`src/rtl/vga_fill.sv`:
```
// rtl/vga_fill.sv - rectangle-fill engine issuing one AXI4-Lite write per pixel
//
// Accepts a fill command (origin, size, 12-bit colour), clips it to the
// framebuffer, and walks the clipped rectangle in raster order. Each pixel is
// sent as one single-beat write, and only one write is outstanding at a time.
//
// Ports:
//   clk, rst           system clock, synchronous active-high reset
//   cmd_valid/ready    command handshake (ready only while idle)
//   cmd_x0, cmd_y0     rectangle origin (column, row)
//   cmd_w, cmd_h       rectangle size in pixels
//   cmd_color          pixel value {blue, green, red}
//   aw*                write address channel (initiator side)
//   w*                 write data channel (initiator side)
//   b*                 write response channel (initiator side)
//   done               one-cycle pulse when a command completes
//   err                sticky non-OKAY response flag for current/last command
module vga_fill #(
  parameter int DATA_WIDTH = 32,
  parameter int ADDR_WIDTH = 24,
  parameter int STRB_WIDTH = DATA_WIDTH / 8,
  parameter int BASE_ADDR  = 0,
  parameter int FB_W       = 320,
  parameter int FB_H       = 240
) (
  input  logic                  clk,
  input  logic                  rst,
  input  logic                  cmd_valid,
  output logic                  cmd_ready,
  input  logic [8:0]            cmd_x0,
  input  logic [7:0]            cmd_y0,
  input  logic [8:0]            cmd_w,
  input  logic [7:0]            cmd_h,
  input  logic [11:0]           cmd_color,
  output logic [ADDR_WIDTH-1:0] awaddr,
  output logic [2:0]            awprot,
  output logic                  awvalid,
  input  logic                  awready,
  output logic [DATA_WIDTH-1:0] wdata,
  output logic [STRB_WIDTH-1:0] wstrb,
  output logic                  wvalid,
  input  logic                  wready,
  input  logic [1:0]            bresp,
  input  logic                  bvalid,
  output logic                  bready,
  output logic                  done,
  output logic                  err
);

  typedef enum logic [1:0] {
    S_IDLE,
    S_ISSUE,
    S_RESP
  } state_t;

  state_t      state;
  logic [8:0]  x0_q;
  logic [8:0]  x_q;
  logic [7:0]  y_q;
  logic [9:0]  x_end_q;
  logic [8:0]  y_end_q;

  // Command-side clipping. Sums are one bit wider than the operands so a
  // rectangle that runs off the right/bottom edge clips instead of wrapping.
  logic [9:0]  cmd_x_sum;
  logic [8:0]  cmd_y_sum;
  logic [9:0]  cmd_x_end;
  logic [8:0]  cmd_y_end;
  logic        cmd_empty;

  // Raster walk: next pixel position and whether the current one is the last.
  logic [9:0]  x_inc;
  logic        row_end;
  logic        last_pix;
  logic [8:0]  x_nxt;
  logic [7:0]  y_nxt;

  // A channel counts as finished once its valid has dropped or is being
  // accepted this cycle; the two channels may complete in either order.
  logic        aw_ok;
  logic        w_ok;

  assign awprot = 3'b000;
  assign wstrb  = '1;

  always_comb begin
    cmd_x_sum = {1'b0, cmd_x0} + {1'b0, cmd_w};
    cmd_y_sum = {1'b0, cmd_y0} + {1'b0, cmd_h};
    cmd_x_end = (cmd_x_sum > 10'(FB_W)) ? 10'(FB_W) : cmd_x_sum;
    cmd_y_end = (cmd_y_sum > 9'(FB_H)) ? 9'(FB_H) : cmd_y_sum;
    cmd_empty = (cmd_w == 9'd0) || (cmd_h == 8'd0) ||
                ({1'b0, cmd_x0} >= 10'(FB_W)) || ({1'b0, cmd_y0} >= 9'(FB_H));
  end

  always_comb begin
    x_inc    = {1'b0, x_q} + 10'd1;
    row_end  = (x_inc == x_end_q);
    last_pix = row_end && (({1'b0, y_q} + 9'd1) == y_end_q);
    x_nxt    = row_end ? x0_q : x_inc[8:0];
    y_nxt    = row_end ? (y_q + 8'd1) : y_q;
    aw_ok    = !awvalid || awready;
    w_ok     = !wvalid || wready;
  end

  // Pixel index fits in 17 bits (239*320+319 < 2^17); the byte address is
  // truncated to the bus width after the base is added.
  function automatic logic [ADDR_WIDTH-1:0] pix_addr(input logic [8:0] px,
                                                     input logic [7:0] py);
    logic [16:0] idx;
    idx = 17'(py) * 17'(FB_W) + 17'(px);
    return ADDR_WIDTH'(BASE_ADDR) + ADDR_WIDTH'({idx, 2'b00});
  endfunction

  always_ff @(posedge clk) begin
    if (rst) begin
      state     <= S_IDLE;
      cmd_ready <= 1'b1;
      awvalid   <= 1'b0;
      wvalid    <= 1'b0;
      bready    <= 1'b0;
      done      <= 1'b0;
      err       <= 1'b0;
      awaddr    <= '0;
      wdata     <= '0;
      x0_q      <= '0;
      x_q       <= '0;
      y_q       <= '0;
      x_end_q   <= '0;
      y_end_q   <= '0;
    end else begin
      done <= 1'b0;
      case (state)
        S_IDLE: begin
          if (cmd_valid && cmd_ready) begin
            err   <= 1'b0;
            wdata <= DATA_WIDTH'(cmd_color);
            if (cmd_empty) begin
              // Nothing to draw: complete immediately and stay ready.
              done <= 1'b1;
            end else begin
              x0_q      <= cmd_x0;
              x_q       <= cmd_x0;
              y_q       <= cmd_y0;
              x_end_q   <= cmd_x_end;
              y_end_q   <= cmd_y_end;
              awaddr    <= pix_addr(cmd_x0, cmd_y0);
              awvalid   <= 1'b1;
              wvalid    <= 1'b1;
              cmd_ready <= 1'b0;
              state     <= S_ISSUE;
            end
          end
        end

        S_ISSUE: begin
          if (awvalid && awready) awvalid <= 1'b0;
          if (wvalid && wready)   wvalid  <= 1'b0;
          if (aw_ok && w_ok) begin
            bready <= 1'b1;
            state  <= S_RESP;
          end
        end

        S_RESP: begin
          if (bvalid) begin
            bready <= 1'b0;
            if (bresp != 2'b00) err <= 1'b1;
            if (last_pix) begin
              done      <= 1'b1;
              cmd_ready <= 1'b1;
              state     <= S_IDLE;
            end else begin
              x_q     <= x_nxt;
              y_q     <= y_nxt;
              awaddr  <= pix_addr(x_nxt, y_nxt);
              awvalid <= 1'b1;
              wvalid  <= 1'b1;
              state   <= S_ISSUE;
            end
          end
        end

        default: state <= S_IDLE;
      endcase
    end
  end

endmodule

```
`config.mk`:
```
export PLATFORM = sky130hd
export DESIGN_NAME = vga_fill
export DESIGN_NICKNAME = d
export VERILOG_FILES = /design/src/rtl/vga_fill.sv
export SDC_FILE = /design/constraint.sdc
export NUM_CORES = 1
export LEC_CHECK = 0
export CAP_MARGIN = 20
export CORE_MARGIN = 1.5
export CORE_UTILIZATION = 45
export DETAILED_ROUTE_END_ITERATION = 6
export GPL_ROUTABILITY_DRIVEN = 0
export GPL_TIMING_DRIVEN = 0
export PLACE_DENSITY = 0.67
export SYNTH_ARGS = -nofsm -noshare
export SYNTH_HDL_FRONTEND = slang
export SYNTH_SLANG_ARGS = --single-unit
```
`constraint.sdc`:
```
create_clock -name clk -period 6.95 [get_ports clk]
set_input_delay 1.39 -clock clk [delete_from_list [all_inputs] [get_ports clk]]
set_output_delay 1.39 -clock clk [all_outputs]
set_load 0.1 [all_outputs]
```
==> summary.md <==
| Metric | Value |
|---|---|
| Count of antenna diodes in the layout | 0 |
| Worst slack at placement | 1420 ps |
| CTS Hold Bufs | 0 |
| Boundary pin count | 123 |
| Aggregate negative setup slack | 0 ps |
| Fin crit share | 0.811 |
| Critical path's top delay family | compound AO/OA/AOI/OAI gates |
| Total Wirelength | 18100 um |
| Clock tree root driver cell | clkbuf_16 |
| Buffer count from post-CTS setup fixing | 0 |
| Max-capacitance violation count | 0 |
| Area of the die | 14100 um2 |
| Placed cell count | 1056 |
| Critical path data arrival time | 5890 ps |
| Count of pins over their slew limit | 0 |
| Cells along the critical path | ha_1 -> nand3_2 -> xnor2_2 -> a2111oi_4 -> o2111ai_4 -> nor2_1 -> mux2i_1 -> inv_1 -> xnor2_1 -> ha_1 -> fa_1 -> a21o_1 -> a21oi_1 -> xnor2_1 -> nand3_1 -> a211oi_1 -> maj3_1 -> nor4_1 -> o32ai_1 |
| Worst endpoint required time | 7200 ps |
| Worst setup skew after layout | 9.00 ps |
| Post-layout util | 0.573 |
| Max Freq | 177 MHz |
| Static leakage | 3.11 nW |
| Number of antenna violations at the first check in global routing | 0 |
| Standard-cell rows | 42 |
| Critical-path cell with the highest stage delay | dfxtp_1 |
| Setup WS post-layout | 1320 ps |
| Area share of xor/xnor cells in the synthesized design | 0.109 |
| Adder-cell share of the synthesized area | 0.113 |
| Total global routing overflow | 0 |
| Highest net fanout along the worst path | 10 |
| Share of synthesized registers carrying an async set or reset | 0 |
| Nets | 995 |
| Most frequent cells in the layout | nand2_1 (97), clkdlybuf4s50_1 (88), dfxtp_1 (76) |
| Most common flop cell mapped by yosys | dfxtp_1 |
| Buffer and inverter count on the worst path | 1 |
| Area Overhead vs Synth | 24.9% |
| Number of standard cells after synthesis | 760 |
| Area used by multi-input combinational logic | 4030 um2 |
| Main combinational cell family by area after synthesis | compound AO/OA/AOI/OAI gates |
| Critical path startpoint category | flip-flop |
| CTS buffer count | 9 |
| Maximum number of pins on one net before global-route repair | 17 |
| CTS tree | built |
| Power Total | 1.75 mW |
| Normalized max-slew margin | 0.339 |
| Initial Utilization | 0.459 |
| DRT iter0 DRCs | 450 |
| Final hold violation count | 0 |
| Number of H-tree levels | 3 |
| Share of power burned in the clock network | 0.261 |
| Number of enable flip-flop cells after synthesis | 0 |
| Vias | 5842 |
| Clock transition at the register clock pins on the worst setup and hold paths after CTS | 70 ps |
| Post-detailed-route DRC marker count | 0 |
| Status | finished clean |
| Placeable core region | 13200 um2 |
| Mux cell area share after synthesis | 0.00517 |
| TritonCTS sink count | 76 |
| Combinational share of power | 0.446 |
| Overall fraction of global-route tracks in use | 0.254 |
| Share of total power in sequential cells | 0.293 |
| Complex-gate fraction of the synthesized area | 0.218 |
| Chip width | 119 um |
| Detailed placement HPWL | 14100 um |
| Number of global-route vias before repair | 5627 |
| RSZ-0062 raised after global routing | false |
| Seq/Total Area, Yosys | 0.251 |
| Final number of setup-violating endpoints | 0 |
| Clock latency at the later pin of the worst-skew pair | 340 ps |
| Final period demand of the worst path | 5630 ps |
| Crit-path max cell delay | 560 ps |
| Switching power total | 0.768 mW |
| Measured slew at the worst slew-check pin | 989 ps |
| Routed Antenna Nets | 0 |
| Post-synthesis instance area | 6050 um2 |
| Most common cell after layout, fill and taps aside | nand2_1 |
| Power per unit of standard cell area | 231 nW/um2 |
| First-pass GRT wire length | 28600 um |
| Worst hold-check path type | flip-flop to flip-flop |
| Layout cells sized above 1 | 0.106 |
| Fraction of power spent switching nets | 0.440 |
| Worst setup EP type | flip-flop |
| Final Non-Filler Cells | 1072 |
| Post-synth cell types | 72 |
| Post-cts gate resize count | 0 |
| Worst VDD drop | 0.000139 V |
| Average cell area after synthesis | 7.96 um2 |
| Simple logic cell fraction of the synthesized area | 0.200 |
| FF+latch count, synth | 76 |
| Count of yosys warnings during synthesis | 0 |
| Classification of the worst setup path | flip-flop to flip-flop |
| Internal | 0.979 mW |
| Number of fillers in the final layout | 1253 |
| 1st-pass router iterations | 5 |
| Maximum count of clock buffers along a single path | 2 |
| Port Buffer Count | 88 |
| Vias/cell | 5.45 |
| Detail-routed net length per standard cell | 16.9 um |
| Register Area | 1520 um2 |
| Height of the chip | 119 um |
-- cell type report --
class,instances,share of cell area
multi-input combinational,606,0.534
sequential,76,0.201
timing repair buffer,88,0.117
buffer,75,0.0641
clock buffer,9,0.0298
tap,176,0.0291
inverter,35,0.0174
clock inverter,7,0.00828
-- worst paths after layout --
path / start / to / slack (ps) / cells after the start
setup / recovery: x_q[0] / awaddr[18] / 1320 / 19
setup reg to reg: x_q[0] / awaddr[18] / 1320 / 19
hold / removal: wdata[6] / wdata[6] / 450 / 2
hold reg to reg: wdata[6] / wdata[6] / 450 / 2
-- worst reg2reg max path, delay by kind of cell, from the launching register on --
kind	cells	cell delay, ps
AO/OA/AOI/OAI	6	1680
XOR/XNOR	3	590
buffers and inverters	1	160
flip-flops	1	560
adder cells (fa/ha/maj)	4	1200
multiplexers	1	540
AND/OR/NAND/NOR	4	810
-- per-stage QoR --
step / hold WS (ps) / cell area [um2]
after detailed placement: 444 / 7270
final: 453 / 7560
after floorplan: 425 / 6170
after global routing: 472 / 7560
after CTS: 451 / 7560
after global placement: 440 / 7270
-- cells in the mapped netlist (5+ instances only) --
master    number  area share
a211oi_1      12       0.015
a21o_1        11       0.014
a21oi_1       52       0.043
a21oi_2        9       0.013
and2_1         5      0.0052
and3_1         7      0.0072
buf_4         40       0.050
clkbuf_1      22       0.014
dfxtp_1       76        0.25
fa_1           6       0.020
ha_1          44       0.091
inv_1         35       0.022
nand2_1       97       0.060
nand2_2        7      0.0072
nand2b_1       8      0.0083
nand3_1       17       0.014
nand4_1        5      0.0052
nor2_1        52       0.032
nor2b_1       12       0.012
nor3_1        23       0.019
nor4_1         7      0.0072
o211ai_1      11       0.014
o21ai_0       38       0.031
o31ai_1        7      0.0087
or3_1          6      0.0062
xnor2_1       41       0.059
xor2_1        25       0.036
-- state kept, by name, summed over array words and instances, names as in the netlist --
name / cells
cmd_ready: 1
done: 1
err: 1
wdata: 12
awvalid: 1
bready: 1
x_end_q: 10
y_q: 8
x_q: 9
y_end_q: 9
awaddr: 11
state: 2
wvalid: 1
x0_q: 9
-- logic make-up after synthesis --
kind of cell / after synthesis
flops: 76
other cells: 2
mux: 3
compound gates: 190
fa+ha+maj: 51
xor+xnor: 70
simple gates: 258
buf+inv: 110
-- power by group through the flow --
stage	registers, mW	clock network [mW]	logic, mW
floorplan	0.636	0	0.468
global placement	0.519	0	0.754
detailed placement	0.520	0	0.770
CTS	0.511	0.460	0.774
global route	0.516	0.480	0.831
finish	0.511	0.456	0.780
-- routing by layer --
layer	vias up	routed length, um	track usage
li1	2863	-	-
met1	2701	7680	0.325
met2	245	8400	0.429
met3	33	1610	0.0532
met4	0	382	0.0798
met5	-	0	0
(Power assumes the default switching activity.)
